File: config.mk
export PLATFORM = sky130hd
export DESIGN_NAME = wb_stage
export DESIGN_NICKNAME = d
export VERILOG_FILES = /design/src/rtl/cpu_defs.sv /design/src/rtl/load_ext.sv /design/src/rtl/wb_stage.sv
export SDC_FILE = /design/constraint.sdc
export NUM_CORES = 1
export LEC_CHECK = 0
export BUFFER_PORTS_ARGS = -buffer_cell sky130_fd_sc_hd__clkbuf_2
export CORE_UTILIZATION = 54
export CTS_CLUSTER_DIAMETER = 60
export CTS_CLUSTER_SIZE = 30
export DETAILED_ROUTE_END_ITERATION = 16
export GPL_TIMING_DRIVEN = 0
export PLACE_DENSITY_LB_ADDON = 0.2
export SETUP_SLACK_MARGIN = 0.2
export SLEW_MARGIN = 0
export SYNTH_ARGS = -nofsm -noshare
export SYNTH_HDL_FRONTEND = slang
export SYNTH_SLANG_ARGS = --single-unit
File: constraint.sdc
create_clock -name clk -period 3.4 [get_ports clk]
set_clock_uncertainty 0.15 [all_clocks]
set_input_delay 1.02 -clock clk [delete_from_list [all_inputs] [get_ports clk]]
set_output_delay 1.02 -clock clk [all_outputs]
set_load 0.01 [all_outputs]
File: src/rtl/cpu_defs.sv
// Shared CPU definitions used by the D-stage controller and the W stage.
//   - WB_* : 3-bit writeback-source select encodings
//   - LD_* : 3-bit load width/sign encodings
//   - w_regs_t : contents of the M->W pipeline register
package cpu_defs;

  localparam int DATA_W = 32;

  localparam logic [2:0] WB_ALU = 3'd0;
  localparam logic [2:0] WB_MEM = 3'd1;
  localparam logic [2:0] WB_PC8 = 3'd2;
  localparam logic [2:0] WB_MDU = 3'd3;
  localparam logic [2:0] WB_CP0 = 3'd4;

  localparam logic [2:0] LD_W  = 3'd0;
  localparam logic [2:0] LD_B  = 3'd1;
  localparam logic [2:0] LD_BU = 3'd2;
  localparam logic [2:0] LD_H  = 3'd3;
  localparam logic [2:0] LD_HU = 3'd4;

  typedef struct packed {
    logic              valid;
    logic [31:0]       pc;
    logic              reg_wen;
    logic [4:0]        reg_addr;
    logic [2:0]        wb_sel;
    logic [2:0]        load_type;
    logic [1:0]        addr_lo;
    logic [DATA_W-1:0] alu_res;
    logic [DATA_W-1:0] mem_rdata;
    logic [DATA_W-1:0] mdu_res;
    logic [DATA_W-1:0] cp0_res;
  } w_regs_t;

endpackage

File: src/rtl/load_ext.sv
// Load-data extraction and sign/zero extension (purely combinational).
// Ports:
//   raw_i       : aligned 32-bit DM word
//   addr_lo_i   : byte address [1:0]; halfword lane uses bit 1 only
//   load_type_i : LD_* encoding
//   data_o      : extended 32-bit load result
module load_ext
  import cpu_defs::*;
(
  input  logic [31:0] raw_i,
  input  logic [1:0]  addr_lo_i,
  input  logic [2:0]  load_type_i,
  output logic [31:0] data_o
);

  logic [7:0]  byte_sel;
  logic [15:0] half_sel;

  always_comb begin
    byte_sel = 8'h00;
    case (addr_lo_i)
      2'd0:    byte_sel = raw_i[7:0];
      2'd1:    byte_sel = raw_i[15:8];
      2'd2:    byte_sel = raw_i[23:16];
      default: byte_sel = raw_i[31:24];
    endcase
    // Misaligned halfwords are trapped upstream, so bit 0 is ignored.
    half_sel = addr_lo_i[1] ? raw_i[31:16] : raw_i[15:0];
  end

  always_comb begin
    data_o = raw_i;
    case (load_type_i)
      LD_B:    data_o = {{24{byte_sel[7]}}, byte_sel};
      LD_BU:   data_o = {24'h000000, byte_sel};
      LD_H:    data_o = {{16{half_sel[15]}}, half_sel};
      LD_HU:   data_o = {16'h0000, half_sel};
      default: data_o = raw_i;
    endcase
  end

endmodule

File: src/rtl/wb_stage.sv
// M->W pipeline register and writeback-data selection.
// Ports:
//   clk, reset (async, active-low), stall (hold), flush (bubble; beats stall)
//   M_*  : M-stage results captured on each rising edge
//   W_valid, W_WPC, W_AddrW, W_DataW, W_WEn : GRF write port / W forwarding
// Outputs depend only on the W register, giving exactly one cycle latency.
module wb_stage
  import cpu_defs::*;
#(
  parameter logic [31:0] RESET_PC = 32'h0000_0000
) (
  input  logic        clk,
  input  logic        reset,
  input  logic        stall,
  input  logic        flush,
  input  logic        M_valid,
  input  logic [31:0] M_PC,
  input  logic        M_RegWEn,
  input  logic [4:0]  M_RegAddr,
  input  logic [2:0]  M_WBSel,
  input  logic [2:0]  M_LoadType,
  input  logic [1:0]  M_AddrLo,
  input  logic [31:0] M_ALURes,
  input  logic [31:0] M_MemRData,
  input  logic [31:0] M_MDURes,
  input  logic [31:0] M_CP0Res,
  output logic        W_valid,
  output logic [31:0] W_WPC,
  output logic [4:0]  W_AddrW,
  output logic [31:0] W_DataW,
  output logic        W_WEn
);

  // Bubble and reset contents are identical: everything cleared, PC = RESET_PC.
  localparam w_regs_t BUBBLE = '{
    valid: 1'b0, pc: RESET_PC, reg_wen: 1'b0, reg_addr: 5'd0,
    wb_sel: WB_ALU, load_type: LD_W, addr_lo: 2'd0,
    alu_res: '0, mem_rdata: '0, mdu_res: '0, cp0_res: '0
  };

  w_regs_t w_q, w_d;
  logic [31:0] load_data;

  always_comb begin
    w_d = w_q;
    if (flush) begin
      w_d = BUBBLE;
    end else if (!stall) begin
      w_d.valid     = M_valid;
      w_d.pc        = M_PC;
      w_d.reg_wen   = M_RegWEn;
      w_d.reg_addr  = M_RegAddr;
      w_d.wb_sel    = M_WBSel;
      w_d.load_type = M_LoadType;
      w_d.addr_lo   = M_AddrLo;
      w_d.alu_res   = M_ALURes;
      w_d.mem_rdata = M_MemRData;
      w_d.mdu_res   = M_MDURes;
      w_d.cp0_res   = M_CP0Res;
    end
  end

  // ---- M -> W pipeline register ----
  always_ff @(posedge clk or negedge reset) begin
    if (!reset) begin
      w_q <= BUBBLE;
    end else begin
      w_q <= w_d;
    end
  end

  load_ext u_load_ext (
    .raw_i       (w_q.mem_rdata),
    .addr_lo_i   (w_q.addr_lo),
    .load_type_i (w_q.load_type),
    .data_o      (load_data)
  );

  always_comb begin
    W_DataW = 32'h0;
    case (w_q.wb_sel)
      WB_ALU:  W_DataW = w_q.alu_res;
      WB_MEM:  W_DataW = load_data;
      WB_PC8:  W_DataW = w_q.pc + 32'd8;
      WB_MDU:  W_DataW = w_q.mdu_res;
      WB_CP0:  W_DataW = w_q.cp0_res;
      default: W_DataW = 32'h0;
    endcase
  end

  assign W_valid = w_q.valid;
  assign W_WPC   = w_q.pc;
  assign W_AddrW = w_q.reg_addr;
  // Writes to $0 are architecturally discarded, so never raise WEn for them.
  assign W_WEn   = w_q.valid & w_q.reg_wen & (w_q.reg_addr != 5'd0);

endmodule

==> results of run 1 <==
==> kinds of logic after synthesis <==
family          share of synthesized area (%)
compound gates                           8.79
xor+xnor                                 2.36
fa+ha+maj                               0.130
buf+inv                                  6.08
flops                                    45.4
mux                                      24.4
simple gates                             12.8
==> power groups by stage <==
stage                     Combinational (mW)  Clock, mW  Sequential, mW
after floorplan                        0.535          0            2.30
after global placement                 0.880          0            2.35
after CTS                              0.982       1.89            2.32
after global routing                    1.10       1.97            2.33
final                                   1.03       1.88            2.33
after detailed placement               0.896          0            2.35
==> area by class of cell <==
type / count / area, µm² / share of cell area (%)
inverters: 5 / 22.5 / 0.176
well taps: 225 / 282 / 2.20
plain buffers: 102 / 681 / 5.33
repair buffers: 313 / 1860 / 14.6
flip-flops and latches: 175 / 4390 / 34.4
clock inverters: 12 / 109 / 0.853
clock buffers: 19 / 443 / 3.47
multi-input cells: 643 / 4980 / 39.0
==> worst max-delay path: stages, from the launching register on <==
cell and delay [ps]:
dfrtp_2 440, nand4_1 160, buf_6 170, nor4_4 250
buf_4 190, nand4_1 210, xor2_1 200, o211ai_1 290
buf_2 200
==> cells in the mapped netlist (all sizes together) (6+ instances only) <==
cell type	instances	area [µm²]
nor2	193	727
mux2i	184	1840
dfrtp	175	4380
buf	67	437
o21ai	37	185
clkbuf	35	131
mux2	34	383
a22oi	22	165
xor2	21	184
nand2	20	75.1
o211ai	20	170
nand3	15	85.1
a21oi	12	71.3
a222oi	9	90.1
nor3	9	55.1
nand4	8	50.1
mux4	6	135
==> stage by stage <==
stage               area (µm²)  power [mW]  hold WS, ps  setup slack, ps  utilization [%]
CTS                      12500        5.19          375             -222             71.8
detailed placement       11200        3.25          360             -268             64.6
floorplan                 9650        2.84          334              471                -
global route             12800        5.40          394             -371             73.6
global placement         11200        3.23          348            -2050             64.4
finish                   12800        5.24          374             -312             73.6
==> per-layer routing <==
metal | routed length (µm) | part of all wire, %
met1 | 12900 | 40
met2 | 14900 | 47
met3 | 2810 | 8.8
met4 | 1350 | 4.2
met5 | 0 | 0
==> how the worst min path moves through the flow <==
stage / end / slack, ps / cells past startpoint
4_1_cts: w_q[12]$_DFFE_PN0P_ / 370 / 2
3_5_place_dp: w_q[12]$_DFFE_PN0P_ / 360 / 2
3_3_place_gp: w_q[27]$_DFFE_PN0P_ / 350 / 2
5_1_grt: w_q[51]$_DFFE_PN0P_ / 390 / 2
2_1_floorplan: w_q[10]$_DFFE_PN0P_ / 330 / 2
6_report: w_q[28]$_DFFE_PN0P_ / 370 / 2
==> state kept, by name (all words and copies together) (netlist names) <==
signal   count
W_AddrW      5
W_valid      1
w_q        137
W_WPC       32
==> repair_timing <==
item | CTS | global route
setup buffers | 48 | 14
gates cloned | 3 | 0
pin swaps | 33 | 24
gates resized for setup | 96 | 68
setup endpoints to repair | 32 | 32
hold buffers | 0 | 0
==> results_dict.tcl, run 1 <==
set metrics [dict create \
    cts.sinks 175 \
    finalMaxSlewViolations 0 \
    grt_pass1_wl_mm 46.3 \
    max_freq_mhz 269 \
    swShare_pct 29.3 \
    finalHoldViolations 0 \
    grt_use_total_pct 34.4 \
    ys_seq_area_share_pct 45.4 \
    dpl.cell_count 1398 \
    pwr-share-clk_pct 35.9 \
    numCtsBuffers 17 \
    comb_power_share_pct 19.7 \
    cts.clk_slew.worst_paths_ps 70 \
    reg2reg_depth 5 \
    r2r_end "w_q[135]$_DFFE_PN0P_" \
    hp-start "w_q[28]$_DFFE_PN0P_" \
    wl_per_cell_um 21.4 \
    n_fill_cell 1252 \
    clock_latency_ps 440 \
    synth-main-ff-cell "dfrtp_1" \
    dr_total_vias 8662 \
    wl_mm 32.0 \
    final_antenna_net_count 0 \
    r2r_slack_ps 2020 \
    synth.avg_cell_area_um2 10.4 \
    tritoncts "done" \
    synthArstFlopShare_pct 100 \
    r2r-start "w_q[135]$_DFFE_PN0P_" \
    cts_root_buffer "clkbuf_16" \
    endpoint "W_DataW[31]" \
    areaGrowthSynthToFinish_pct 32.3 \
    antenna_cells 0 \
    setup_tns_ps -5560 \
    layout_commonest_cell "clkbuf_2" \
    timing.final.crit_period_ps 3710 \
    violations "negative setup slack" \
    final_cell_mix "230 x clkbuf_2, 188 x nor2_1, 182 x mux2i_1" \
    worstSetupEndpointType "output pin" \
    p_sw_mw 1.54 \
    drc 0 \
    cp-startpoint "W_WPC[10]$_DFFE_PN0P_" \
    grt_pass1_vias 8277 \
    antenna_found_initial 0 \
    power_frac_seq_pct 44.4 \
    p_per_area_nw_per_um2 411 \
    finalNetCount 1437 \
    drt_iter0_drc 915 \
    rsz0062_at_grt "true" \
    die_h_um 136 \
    synth_seq_cells 175 \
    worst_pin_slew_ps 894 \
    ioPinCount 250 \
    crit_fanout 6 \
    gr-total-overflow 0 \
    dp_hpwl_mm 22.7 \
    grt_max_degree 106 \
    drive_above_1_share_pct 41.1 \
    initial_utilization_pct 55.6 \
    htreeDepth 4 \
    ys_warn_count 0 \
    use_met3_pct 5.31 \
    finalCritPeriodShare_pct 109 \
    max_cap_violations 0 \
    internal_power_mw 3.71 \
    synth-edff-count 0 \
    ir_drop_v 0.000354 \
    die_x_um 136 \
    crit_path_start_kind "flip-flop" \
    crit_type "flip-flop to output pin" \
    met1_usage_pct 45.5 \
    gp_routability_congestion 0.931 \
    maxSlewHeadroom_pct 40.4 \
    clockBufferDepth 2 \
    grt-busiest-layer "met2" \
    finalSetupViolations 28 \
    core_um2 17400 \
    dieArea_um2 18400 \
    netlist_instances 925 \
    final_cells 1494 \
    synth_area_um2 9650 \
    routed_via_density 5.80 \
    dr.pass1.iters 6 \
    required_ps 2230 \
    ys_types 57 \
    fin_ws_ps -312 \
    min_path_type "flip-flop to flip-flop" \
    grt_util_met2_pct 55.7 \
    portBuffers 247 \
    rows 48 \
    p_leak_nw 6.60 \
    outcome "complete, but fails checks" \
    arrival_ps 2540 \
    syn_nets 1105 \
]
(Power assumes the default switching activity.)
==> inputs of run 2 (changes only) <==
--- a/config.mk
+++ b/config.mk
@@ -5,6 +5,7 @@
 export SDC_FILE = /design/constraint.sdc
 export NUM_CORES = 1
 export LEC_CHECK = 0
+export ABC_AREA = 1
 export BUFFER_PORTS_ARGS = -buffer_cell sky130_fd_sc_hd__clkbuf_2
 export CORE_UTILIZATION = 54
 export CTS_CLUSTER_DIAMETER = 60
@@ -13,6 +14,7 @@
 export GPL_TIMING_DRIVEN = 0
 export PLACE_DENSITY_LB_ADDON = 0.2
 export SETUP_SLACK_MARGIN = 0.2
+export SKIP_CTS_REPAIR_TIMING = 1
 export SLEW_MARGIN = 0
 export SYNTH_ARGS = -nofsm -noshare
 export SYNTH_HDL_FRONTEND = slang
==> run 2 against run 1 <==
Effect of this change: non-clock buffer count down 10; area after synthesis up 0.78%; via count up 28%; critical path depth down 1; combinational power up 34%; sequential power about the same; critical path type unchanged; core utilization up 1.5 points; largest power group unchanged; the run now ends clean; setup slack better by 460 ps.
==> results_dict.tcl, run 2 <==
set metrics [dict create \
    clock_latency_ps 450 \
    antenna_found_initial 0 \
    areaGrowthSynthToFinish_pct 34.3 \
    cts_root_buffer "clkbuf_16" \
    grt_use_total_pct 40.9 \
    ir_drop_v 0.000344 \
    die_x_um 136 \
    ys_seq_area_share_pct 45.0 \
    finalSetupViolations 0 \
    gr-total-overflow 0 \
    grt_pass1_vias 9824 \
    required_ps 2230 \
    synth_most_common_cell "nand3_1" \
    max_freq_mhz 307 \
    maxSlewHeadroom_pct 47.3 \
    clockBufferDepth 2 \
    syn_nets 1490 \
    ys_warn_count 0 \
    netlist_instances 1310 \
    placedInstanceArea_um2 11300 \
    finalMaxSlewViolations 0 \
    timing.final.crit_period_ps 3250 \
    dieArea_um2 18600 \
    n_fill_cell 1341 \
    p_per_area_nw_per_um2 438 \
    synth_seq_cells 175 \
    max_cap_violations 0 \
    grt_pass1_wl_mm 55.0 \
    final_cell_mix "242 x nand3_1, 229 x clkbuf_2, 183 x nand2_1" \
    crit_path_max_incr_delay_ps 450 \
    final_core_util_pct 75.0 \
    finalCritPeriodShare_pct 95.7 \
    synth_area_leaders "dfrtp_1 45%, nand3_1 14%, o21ai_0 9.4%" \
    die_h_um 136 \
    netlist.top_cell.by_area "dfrtp_1" \
    finalPower_mw 5.72 \
    regMostFlops "w_q" \
    synthArstFlopShare_pct 100 \
    comb_power_share_pct 24.0 \
    drive_above_1_share_pct 34.5 \
    dr.pass1.iters 8 \
    htreeDepth 4 \
    grt_max_degree 116 \
    wl_per_cell_um 21.0 \
    dp_hpwl_mm 28.4 \
    synth-main-ff-cell "dfrtp_1" \
    synth-edff-count 0 \
    rows 48 \
    finalNetCount 1797 \
    worst_pin_slew_ps 790 \
    cts.clk_slew.worst_paths_ps 80 \
    wl_mm 39.0 \
    initial_utilization_pct 55.8 \
    whs_ps 387 \
    synth_area_um2 9730 \
    ioPinCount 250 \
    largest_reg_flops 137 \
    arrival_ps 2080 \
    layout_commonest_cell "nand3_1" \
    synth_top_area_share_pct 45.0 \
    min_path_type "flip-flop to flip-flop" \
    drt_iter0_drc 1299 \
    synthTopCellsByCount "263 x nand3_1, 206 x nand2_1, 183 x o21ai_0" \
    finalHoldViolations 0 \
    critPathBufInv 3 \
    core_um2 17400 \
    pwr-share-clk_pct 34.9 \
    crit_type "flip-flop to output pin" \
    p_leak_nw 6.36 \
    slowest_stage "dfrtp_2" \
    portBuffers 248 \
    ys_types 31 \
    fin_area_um2 13100 \
    internal_power_mw 3.75 \
    rsz0062_at_grt "true" \
    crit_chain "inv_2, nand3_2, buf_6, o22ai_2, a211oi_2, nand2_1, clkbuf_2" \
    worstSetupEndpointType "output pin" \
    multiInputGateArea_um2 4740 \
    dr_total_vias 11087 \
    crit_path_start_kind "flip-flop" \
    drc 0 \
    p_sw_mw 1.97 \
    antenna_cells 0 \
    gp_routability_congestion 1.02 \
    cts.sinks 175 \
    power_frac_seq_pct 41.0 \
    seqCellArea_um2 4400 \
    final_antenna_net_count 0 \
    cp_top_family "buffers and inverters" \
    tritoncts "done" \
    swShare_pct 34.5 \
    routed_via_density 5.98 \
    crit_fanout 10 \
    synth.avg_cell_area_um2 7.43 \
    numCtsBuffers 17 \
    outcome "complete, no violations" \
]
## run 2: final timing paths
| path | startpoint | end | slack (ps) | cells after the start |
|---|---|---|---|---|
| min reg2reg | w_q[106]$_DFFE_PN0P_ | w_q[106]$_DFFE_PN0P_ | 390 | 2 |
| max in group asynchronous | reset | w_q[135]$_DFFE_PN0P_ | 1670 | 2 |
| min in group asynchronous | reset | w_q[68]$_DFFE_PN0P_ | 410 | 1 |
| max | w_q[135]$_DFFE_PN0P_ | W_DataW[5] | 150 | 7 |
| max reg2reg | w_q[129]$_DFFE_PN0P_ | w_q[129]$_DFFE_PN0P_ | 2130 | 3 |
| min | w_q[106]$_DFFE_PN0P_ | w_q[106]$_DFFE_PN0P_ | 390 | 2 |
## run 2: area by class of cell
cell class                 count  share of cell area, %
inverter                     166                   4.94
buffer                       117                   5.62
clock buffer                  18                   3.28
tap                          225                   2.15
timing repair buffer         288                   12.8
clock inverter                14                   1.26
sequential                   175                   33.7
multi-input combinational    852                   36.3
## run 2: logic make-up after synthesis
kind of cell               Yosys count  synth area share [%]
DFF                                175                  45.0
AOI/OAI and AO/OA                  301                  16.3
adders and majority gates            1                 0.129
buffers and inverters              283                  13.0
and+or+nand+nor                    550                  25.5
## run 2: worst reg2reg max path, stage by stage, from the launching register on
cell and delay [ps]:
dfrtp_2 500, inv_4 110, clkbuf_2 240, o21ai_0 130
## run 2: through the flow
step / TNS [ps] / setup WS [ps] / std cells
2_1_floorplan: 0 / 791 / 1310
3_3_place_gp: -349980 / -2020 / 1783
3_5_place_dp: 0 / 102 / 1784
4_1_cts: -3490 / -367 / 1816
5_1_grt: 0 / 101 / 1855
6_report: 0 / 145 / 1855
## run 2: per-layer routing
layer	track usage [%]	part of all wire (%)	vias to the layer above
li1	-	-	4948
met3	10.6	12	107
met2	62.9	46	761
met4	16.8	4.0	0
met1	54.6	38	5271
met5	0	0	-
## run 2: power groups by stage
stage	registers, mW	clock network (mW)	logic (mW)
final	2.35	2.00	1.38
after floorplan	2.33	0	0.612
after CTS	2.33	1.98	1.10
after global placement	2.37	0	1.08
after detailed placement	2.37	0	1.09
after global routing	2.36	2.07	1.47
==> inputs of run 3 (changes only) <==
--- a/config.mk
+++ b/config.mk
@@ -7,7 +7,7 @@
 export LEC_CHECK = 0
 export ABC_AREA = 1
 export BUFFER_PORTS_ARGS = -buffer_cell sky130_fd_sc_hd__clkbuf_2
-export CORE_UTILIZATION = 54
+export CORE_UTILIZATION = 49
 export CTS_CLUSTER_DIAMETER = 60
 export CTS_CLUSTER_SIZE = 30
 export DETAILED_ROUTE_END_ITERATION = 16
==> constraint.sdc (replaced) <==
create_clock -name clk -period 2.9 [get_ports clk]
set_clock_uncertainty 0.15 [all_clocks]
set_input_delay 0.87 -clock clk [delete_from_list [all_inputs] [get_ports clk]]
set_output_delay 0.87 -clock clk [all_outputs]
set_load 0.01 [all_outputs]
==> run 3 against run 2 <==
Effect of this change: the run now ends with negative setup slack left; global-route usage decreased by 3.1 points; sequential cell count unchanged; sequential power increased by 17%; cell count increased by 2.3%; combinational power increased by 19%; critical path depth increased by 1; clock-buffer cell count decreased by 1; power increased by 19%; critical path type unchanged; highest routed layer unchanged.
==> results_dict.tcl, run 3 (synthesized netlist as in run 2, its figures left out) <==
set metrics [dict create \
    wl_per_cell_um 20.5 \
    violations "negative setup slack" \
    reg2reg_depth 3 \
    max_cap_violations 0 \
    gp_routability_congestion 0.983 \
    arrival_ps 2090 \
    portBuffers 248 \
    cts_root_buffer "clkbuf_16" \
    setup_tns_ps -4280 \
    core_um2 19500 \
    dieArea_um2 20400 \
    max_freq_mhz 322 \
    final_antenna_net_count 0 \
    finalPower_mw 6.81 \
    largest_reg_flops 137 \
    numCtsBuffers 17 \
    p_per_area_nw_per_um2 514 \
    finalHoldViolations 0 \
    final_core_util_pct 68.2 \
    clockBufferDepth 2 \
    p_leak_nw 6.37 \
    wl_mm 39.0 \
    regMostFlops "w_q" \
    ir_drop_v 0.000366 \
    dr.pass1.iters 7 \
    crit_fanout 10 \
    rows 51 \
    crit_type "flip-flop to output pin" \
    antenna_found_initial 0 \
    required_ps 1880 \
    final_cell_mix "242 x nand3_1, 225 x clkbuf_2, 181 x nand2_1" \
    cts.clk_slew.worst_paths_ps 80 \
    worst_pin_slew_ps 732 \
    clock_latency_ps 430 \
    rsz0062_at_grt "true" \
    initial_utilization_pct 50.0 \
    crit_path_start_kind "flip-flop" \
    drc 0 \
    die_x_um 143 \
    finalNetCount 1799 \
    htreeDepth 4 \
    finalSetupViolations 32 \
    worstSetupEndpointType "output pin" \
    drt_iter0_drc 1096 \
    n_fill_cell 1688 \
    drive_above_1_share_pct 35.5 \
    whs_ps 269 \
    grt_pass1_vias 9935 \
    fin_ws_ps -206 \
    ioPinCount 250 \
    grt_max_degree 116 \
    outcome "complete, but fails checks" \
    finalCritPeriodShare_pct 107 \
    placedInstanceArea_um2 11300 \
    fin_area_um2 13300 \
    gr-total-overflow 0 \
    min_path_type "input port to async pin" \
    tritoncts "done" \
    dp_hpwl_mm 28.7 \
    antenna_cells 0 \
    dr_total_vias 10925 \
    grt_pass1_wl_mm 56.3 \
    timing.final.crit_period_ps 3110 \
    routed_via_density 5.76 \
    grt_use_total_pct 37.7 \
    cts.sinks 175 \
    areaGrowthSynthToFinish_pct 36.4 \
    layout_commonest_cell "nand3_1" \
    maxSlewHeadroom_pct 51.2 \
    die_h_um 143 \
    finalMaxSlewViolations 0 \
]
[run 3: changes by cell type in the layout (fill, tap and decap cells not counted), sizes merged]
cell,previous run,this run
clkinv,8,6
clkbuf,281,278
buf,142,145
clkinvlp,0,2
inv,172,173
bufinv,0,1
[run 3: stage by stage]
step / instances / setup slack, ps
detailed placement: 1824 / -256
finish: 1897 / -206
CTS: 1856 / -730
global placement: 1823 / -2420
floorplan: 1310 / 441
global route: 1897 / -247
[run 3: report_power, final]
part | internal (mW) | switching (mW) | leakage (nW)
Combinational | 0.632 | 1.00 | 3.84
Sequential | 2.62 | 0.138 | 2.24
Clock | 1.25 | 1.17 | 0.299
Total | 4.50 | 2.31 | 6.37
[run 3: routing by layer]
metal | up-vias | track usage [%] | wire length [µm]
met1 | 5193 | 51.1 | 15500
met2 | 673 | 58.6 | 17900
li1 | 4945 | - | -
met3 | 114 | 7.04 | 3800
met4 | 0 | 17.8 | 1780
met5 | - | 0 | 0
[run 3: path summary, 6_finish.rpt]
| path | slack (ps) | from | end |
|---|---|---|---|
| max | -210 | w_q[134]$_DFFE_PN0P_ | W_DataW[23] |
| min | 270 | reset | w_q[74]$_DFFE_PN0P_ |
| max reg2reg | 1590 | w_q[129]$_DFFE_PN0P_ | w_q[129]$_DFFE_PN0P_ |
| min reg2reg | 370 | w_q[141]$_DFFE_PN0P_ | w_q[141]$_DFFE_PN0P_ |
| max in group asynchronous | 1310 | reset | w_q[134]$_DFFE_PN0P_ |
| min in group clk | 370 | w_q[141]$_DFFE_PN0P_ | w_q[141]$_DFFE_PN0P_ |
[run 3: final cells by class]
type | count | area (µm²) | share of cell area, %
repair buffers | 289 | 1710 | 12.9
plain buffers | 117 | 734 | 5.54
repair inverters | 1 | 7.51 | 0.0566
flip-flops and latches | 175 | 4410 | 33.2
well taps | 265 | 332 | 2.50
inverters | 166 | 648 | 4.89
multi-input cells | 852 | 4810 | 36.3
clock buffers | 17 | 425 | 3.21
clock inverters | 15 | 193 | 1.45
[run 3: critical path: stages, from the launching register on]
cell     delay (ps)
dfrtp_2         470
buf_4           160
nor3_4          200
inv_2           130
buf_8           170
a21oi_1         180
nand2_1         100
nand3_2         110
buf_6           110
